File: src/rtl/sipo_pkg.sv
// Shared definitions for the LSB-first serial link (PISO transmitter and SIPO receiver).
package sipo_pkg;

  localparam int DEFAULT_DATA_WIDTH = 16;

  // Bit counter width for a given word width; never narrower than one bit.
  function automatic int cntWidth(input int width);
    return (width < 2) ? 1 : $clog2(width);
  endfunction

endpackage

File: src/rtl/sipo_out_reg.sv
// One-entry valid/ready holding register; drops incoming words while a stalled word is held.
module sipo_out_reg #(
  parameter int DATA_WIDTH = 16
) (
  input  logic                  clk_i,
  input  logic                  reset_i,
  input  logic                  load_i,
  input  logic [DATA_WIDTH-1:0] data_i,
  input  logic                  ready_i,
  output logic [DATA_WIDTH-1:0] data_o,
  output logic                  valid_o,
  output logic                  overflow_o
);

  logic [DATA_WIDTH-1:0] data_q;
  logic                  valid_q;
  logic                  overflow_q;

  // A new word may enter when the slot is empty or being drained this same cycle.
  always_ff @(posedge clk_i) begin
    if (reset_i) begin
      data_q     <= '0;
      valid_q    <= 1'b0;
      overflow_q <= 1'b0;
    end else begin
      overflow_q <= 1'b0;
      if (load_i) begin
        if (!valid_q || ready_i) begin
          data_q  <= data_i;
          valid_q <= 1'b1;
        end else begin
          overflow_q <= 1'b1;
        end
      end else if (valid_q && ready_i) begin
        valid_q <= 1'b0;
      end
    end
  end

  assign data_o     = data_q;
  assign valid_o    = valid_q;
  assign overflow_o = overflow_q;

endmodule

File: src/rtl/sipo_deserializer.sv
// Serial-in, parallel-out receiver: assembles LSB-first bits into words for a stallable consumer.
module sipo_deserializer
  import sipo_pkg::*;
#(
  parameter int DATA_WIDTH = DEFAULT_DATA_WIDTH
) (
  input  logic                  clk,
  input  logic                  reset,
  input  logic                  din,
  input  logic                  din_valid,
  input  logic                  frame_start,
  output logic [DATA_WIDTH-1:0] dout,
  output logic                  dout_valid,
  input  logic                  dout_ready,
  output logic                  overflow
);

  localparam int               CNT_W    = cntWidth(DATA_WIDTH);
  localparam logic [CNT_W-1:0] LAST_BIT = CNT_W'(DATA_WIDTH - 1);

  // Only the upper W-1 bits are stored: the lowest bit of the shifter would be
  // shifted out on the same edge the word completes, so it is never needed.
  logic [DATA_WIDTH-2:0] shiftReg_q, shiftReg_d;
  logic [CNT_W-1:0]      bitCnt_q, bitCnt_d;
  logic [DATA_WIDTH-1:0] nextWord;
  logic                  wordDone;

  assign nextWord = {din, shiftReg_q};

  always_comb begin
    shiftReg_d = shiftReg_q;
    bitCnt_d   = bitCnt_q;
    wordDone   = 1'b0;
    if (frame_start) begin
      shiftReg_d = '0;
      if (din_valid) begin
        shiftReg_d[DATA_WIDTH-2] = din;
        bitCnt_d                 = CNT_W'(1);
      end else begin
        bitCnt_d = '0;
      end
    end else if (din_valid) begin
      shiftReg_d = nextWord[DATA_WIDTH-1:1];
      if (bitCnt_q == LAST_BIT) begin
        bitCnt_d = '0;
        wordDone = 1'b1;
      end else begin
        bitCnt_d = bitCnt_q + CNT_W'(1);
      end
    end
  end

  always_ff @(posedge clk) begin
    if (reset) begin
      shiftReg_q <= '0;
      bitCnt_q   <= '0;
    end else begin
      shiftReg_q <= shiftReg_d;
      bitCnt_q   <= bitCnt_d;
    end
  end

  sipo_out_reg #(
    .DATA_WIDTH(DATA_WIDTH)
  ) u_outReg (
    .clk_i      (clk),
    .reset_i    (reset),
    .load_i     (wordDone),
    .data_i     (nextWord),
    .ready_i    (dout_ready),
    .data_o     (dout),
    .valid_o    (dout_valid),
    .overflow_o (overflow)
  );

endmodule

File: config.mk
export PLATFORM = sky130hd
export DESIGN_NAME = sipo_deserializer
export DESIGN_NICKNAME = d
export VERILOG_FILES = /design/src/rtl/sipo_pkg.sv /design/src/rtl/sipo_out_reg.sv /design/src/rtl/sipo_deserializer.sv
export SDC_FILE = /design/constraint.sdc
export NUM_CORES = 1
export LEC_CHECK = 0
export BUFFER_PORTS_ARGS = -buffer_cell sky130_fd_sc_hd__buf_4
export CAP_MARGIN = 20
export CELL_PAD_IN_SITES_DETAIL_PLACEMENT = 1
export CELL_PAD_IN_SITES_GLOBAL_PLACEMENT = 1
export CORE_MARGIN = 2
export CORE_UTILIZATION = 25
export DETAILED_ROUTE_END_ITERATION = 8
export PLACE_DENSITY = 0.54
export SLEW_MARGIN = 20
export SYNTH_ARGS = -nofsm -noshare
export SYNTH_HDL_FRONTEND = slang
export SYNTH_SLANG_ARGS = --single-unit
File: constraint.sdc
create_clock -name clk -period 2.05 [get_ports clk]
set_clock_uncertainty 0.15 [all_clocks]
set_input_delay 0.1025 -clock clk [delete_from_list [all_inputs] [get_ports clk]]
set_output_delay 0.1025 -clock clk [all_outputs]
set_load 0.03 [all_outputs]
# Yosys cells after proc, flatten, opt, wreduce, memory -nomap -nowiden
# Index checks and enable logic that the tools add are counted.
# word_totals
register_bits	37
input_bits	6
elab_cells	33
# op_classes
addsub	1
eq_ne	2
n_mux	14
bitwise_logic	1
reduce_logical	9
# ops
op	count
$mux 15	2
$mux 4	3
$mux 1	9
$add 4x1->4 const B	1
$eq 4x4->1 const B	1
$reduce_and 2->1	2
$reduce_bool 2->1	2
$reduce_or 2->1	2
$ne 2x2->1 const B	1
$logic_and 1x1->1	1
$logic_not 1->1	1
$logic_or 1x1->1	1
$not 1->1	1

# Logic depth before layout (Yosys ltp)
# logic_depth
word_depth	6
mapped_depth	6
ltp_nobuf	4

# Hierarchy
# Synthesis repeated with hierarchy kept, for this count alone.
# hier_totals
hier_cells	149
area_unflattened_um2	1574.0
# by_module_without_submodules
mod	instances	cells_per_inst	area_per_inst_um2
sipo_out_reg	1	76	800.8
sipo_deserializer	1	73	773.2

# Worst setup path after synthesis
# OpenSTA, ideal clock, no wires.
# synth_timing
kind	reg2reg
from	reg bitCnt_q[0]
to	reg u_outReg.data_q[0], in the netlist u_outReg.data_o[0]
arrival_time_ns	1.300
required_time_ns	1.828
setup_slack_ns	0.529
path_stages_with_launch	7
path_buffers	2
synth_period_minus_slack_ns	1.521
cell_sequence	dfxtp_1 > ha_1 > nand2_1 > nor4b_4 > buf_6 > buf_12 > mux2i_1
# synth_between
elab_chain_len	5
# synth_rtl
element	line	text
start: declaration	sipo_deserializer.sv:24	logic [CNT_W-1:0] bitCnt_q, bitCnt_d;
start signal: assignment	sipo_deserializer.sv:59	bitCnt_q <= bitCnt_d;
$eq 4x4->1	sipo_deserializer.sv:44	if (bitCnt_q == LAST_BIT) begin
$mux 1	sipo_deserializer.sv:44	
$mux 1	sipo_deserializer.sv:42	end else if (din_valid) begin
$mux 1	sipo_deserializer.sv:34	if (frame_start) begin
$reduce_and 2->1 (no line)	-	
end signal: assignment	sipo_out_reg.sv:29	data_q <= data_i;
end: declaration	sipo_out_reg.sv:15	logic [DATA_WIDTH-1:0] data_q;
# Every way passes these cells.
# A chain may end at the register's enable or synchronous reset.

# Worst setup path after layout
# layout_timing
from	reg bitCnt_q[0]
to	reg u_outReg.data_q[5], in the netlist u_outReg.data_o[5]
# Same word-level chain as after synthesis.

==> summary.md <==
| Metric | Value |
|---|---|
| Run status | finished, final reports clean |
| Post-synthesis area per instance | 10.4 um^2 |
| Worst R2R Start | bitCnt_q[0] |
| Area growth from synthesis to final layout | 20.0% |
| Number of input and output port buffers inserted | 23 |
| Die height | 82.3 um |
| Resized Gates After CTS | 0 |
| TritonCTS clock tree | yes |
| Yosys warns | 0 |
| Number of endpoints with negative hold slack in the final report | 0 |
| Average wire per standard cell | 11.8 um |
| Max_cap viols | 0 |
| Worst EP arrival | 1.76 ns |
| Buffers inserted by post-CTS timing repair | 0 |
| Mux contribution to synthesized area | 0.202 |
| Highest ir drop seen on vdd | 243 uV |
| Path length in cells of the critical path | 5 |
| Std cell rows | 28 |
| Synthesized-area fraction occupied by xor and xnor cells | 0.0114 |
| Unique masters post-synth | 22 |
| Required time at the endpoint of the critical path | 2.11 ns |
| Number of DRC violations after detailed routing | 0 |
| Iteration-0 DRC Markers | 21 |
| Longest individual stage delay on the worst path | 0.39 ns |
| Final antenna diode count | 0 |
| Cell Chain, Critical Path | ha_1 > nand2_1 > nor4b_4 > buf_4 > mux2i_1 |
| Footprint of the flip-flops and latches | 741 um^2 |
| Number of search-and-repair iterations in the first detailed-routing pass | 2 |
| Sum of internal, switching and leakage power | 1.25 mW |
| Clock sink count | 37 |
| Total track usage | 0.0924 |
| Largest net degree at the start of global routing | 38 |
| Clock root buffer master | sky130_fd_sc_hd__clkbuf_8 |
| Final Hold Slack | 0.0252 ns |
| Final clock period utilization by the worst path | 0.828 |
| Area fraction of the dominant cell type after synthesis | 0.483 |
| Flops & latches, synth | 37 |
| Total leakage power | 0.687 nW |
| Total negative slack | 0 ns |
| Effective utilization at floorplan | 0.259 |
| Largest delay share family, worst path | flip-flops |
| Total via count after detailed routing | 1,050 |
| Capture point of the worst reg-to-reg path | u_outReg.data_o[5] |
| Worst setup SP type | flip-flop |
| Compound-gate portion of the synthesized area | 0.0163 |
| Fill cells | 689 |
| Maximum clock path buffer count | 2 |
| Cell type contributing the most total cell area after synthesis | sky130_fd_sc_hd__dfxtp_1 |
| Final RePlAce weighted congestion | 0.687 |
| Wire length of the first global-routing pass | 4620 um |
| Sum of routed wire length over all layers | 2910 um |
| Synthesized Nets | 155 |
| Post-cts hold buffer count | 2 |
| Residual overflow from global routing | 0 |
| Register-to-Register Setup Slack | 0.35 ns |
| Post-Synthesis Cells | 148 |
| Number of buffers and inverters on the critical path | 1 |
| Die width | 82.3 um |
| Placeable core area | 0.00592 mm^2 |
| Area taken by multi-input logic gates | 723 um^2 |
| Critical path origin | bitCnt_q[0] |
| Most frequent standard cell in the layout excluding fill and tap cells | sky130_fd_sc_hd__dfxtp_1 |
| Power per unit of standard cell area | 681 mW/mm^2 |
| Number of nets at the end of the flow | 179 |
| Sequential area share after synthesis | 0.483 |
| Largest family of logic cells by synthesized area | simple AND/OR/NAND/NOR gates |
| Adder-Cell Fraction of Synth Area | 0.00816 |
| Number of global-route vias before repair | 1,052 |
| Clk_lat worst skew | 0.29 ns |
| Length in cells of the worst reg-to-reg path | 5 |
| Maximum clock rate | 0.589 GHz |
| Simple-gate share of the synthesized area | 0.233 |
| Die outline area | 0.00677 mm^2 |
| Clock-pin slew reported for the worst setup and hold paths after clock tree synthesis | 0.07 ns |
| Area contributors post-synth | sky130_fd_sc_hd__dfxtp_1 48%, sky130_fd_sc_hd__mux2i_1 20%, sky130_fd_sc_hd__nand2b_1 14% |
| Largest driver fanout on the critical path | 16 |
| RSZ-0062 raised after global routing | no |
| Remaining number of nets flagged by the antenna check after routing | 0 |
| Slew Viols, Final | 0 |
| Post-synth design cell area | 0.00153 mm^2 |
| Clock buffers created by TritonCTS | 5 |
| Termination of the worst setup path | u_outReg.data_o[5] |
| Tightest Pin Transition | 0.597 ns |
| Detail-routed via count per cell | 4.27 |
| Commonest cells after routing, fill and taps aside | 37 x sky130_fd_sc_hd__dfxtp_1, 34 x sky130_fd_sc_hd__nand2b_1, 31 x sky130_fd_sc_hd__mux2i_1 |
| Crit Path Category | reg2reg |
| Initial antenna violation count | 0 |
| HPWL reported at the end of detailed placement | 1960 um |
| Path type of the worst min-delay path | in2reg |
| Level count of the clock H-tree | 2 |
| Max transition margin | 0.602 |
| I/O pin total | 24 |
| Sort of element at the end of the critical path | flip-flop |
| Minimum clock period | 1.70 ns |
| Final-report setup violation count | 0 |
| Share of layout cells above drive strength 1 | 0.193 |
| Highest-delay cell along the critical path | sky130_fd_sc_hd__dfxtp_1 |
-- worst min-delay path, delay by kind of cell --
kind | cells | cell delay [ns]
AND/OR/NAND/NOR | 2 | 0.20
buffers and inverters | 1 | 0.12
-- cell families (layout without fill, tap and decap cells) --
| kind of cell | after synthesis | in the layout |
|---|---|---|
| adders and majority gates | 1 | 1 |
| AOI/OAI and AO/OA | 5 | 5 |
| buffers and inverters | 10 | 33 |
| xor gates and xnor gates | 2 | 2 |
| DFF | 37 | 37 |
| muxes | 31 | 31 |
| and+or+nand+nor | 62 | 62 |
-- worst min-delay path by stage --
stage	end	start	slack (ns)	cells after the start
after global placement	shiftReg_q[14]	din	0.20	3
after global routing	u_outReg.overflow_o	frame_start	0.05	3
final	u_outReg.overflow_o	frame_start	0.03	3
after detailed placement	shiftReg_q[14]	din	0.23	3
after CTS	u_outReg.overflow_o	frame_start	0.02	3
after floorplan	shiftReg_q[14]	din	0.1	2
-- synthesized netlist by cell type, drive strengths merged --
cell type and instances:
dfxtp 37, o21ai 1, mux2i 31, nor3b 1
nand2b 34, nor3 1, and3b 1, or2 1
nor2 17, nand2 4, xnor2 1, clkbuf 4
buf 6, a21oi 4, xor2 1, ha 1
nor4b 1, or3 2
-- layer usage --
layer / vias to the layer above / GRT usage / routed length [um]
met1: 504 / 0.102 / 1370
met5: - / 0 / 0
met2: 16 / 0.155 / 1380
li1: 525 / - / -
met3: 5 / 0.0391 / 118
met4: 0 / 0.0400 / 52
-- report_power, final --
part / internal [mW] / switching, mW / total [mW]
Combinational: 0.0310 / 0.0294 / 0.0604
Clock: 0.224 / 0.243 / 0.467
Sequential: 0.722 / 0.00326 / 0.725
Total: 0.976 / 0.276 / 1.25
-- registers in the layout, summed over array words and instances (netlist names) --
register and cells:
bitCnt_q 4, u_outReg.data_o 16, shiftReg_q 15, u_outReg.valid_o 1, u_outReg.overflow_o 1
-- final cells by class --
type | instances | share of cell area
flip-flops and latches | 37 | 0.403
multi-input cells | 101 | 0.393
well taps | 75 | 0.0510
clock inverters | 1 | 0.00272
clock buffers | 5 | 0.0374
repair buffers | 27 | 0.113
-- per-stage QoR --
stage	worst slack, ns	util	cells	area [um^2]
after floorplan	0.529	-	148	1530
after global placement	0.433	0.295	238	1750
after detailed placement	0.329	0.295	238	1750
after CTS	0.327	0.311	246	1840
after global routing	0.206	0.311	246	1840
final	0.353	0.311	246	1840
Note: power is estimated with default switching activity, not from simulation.
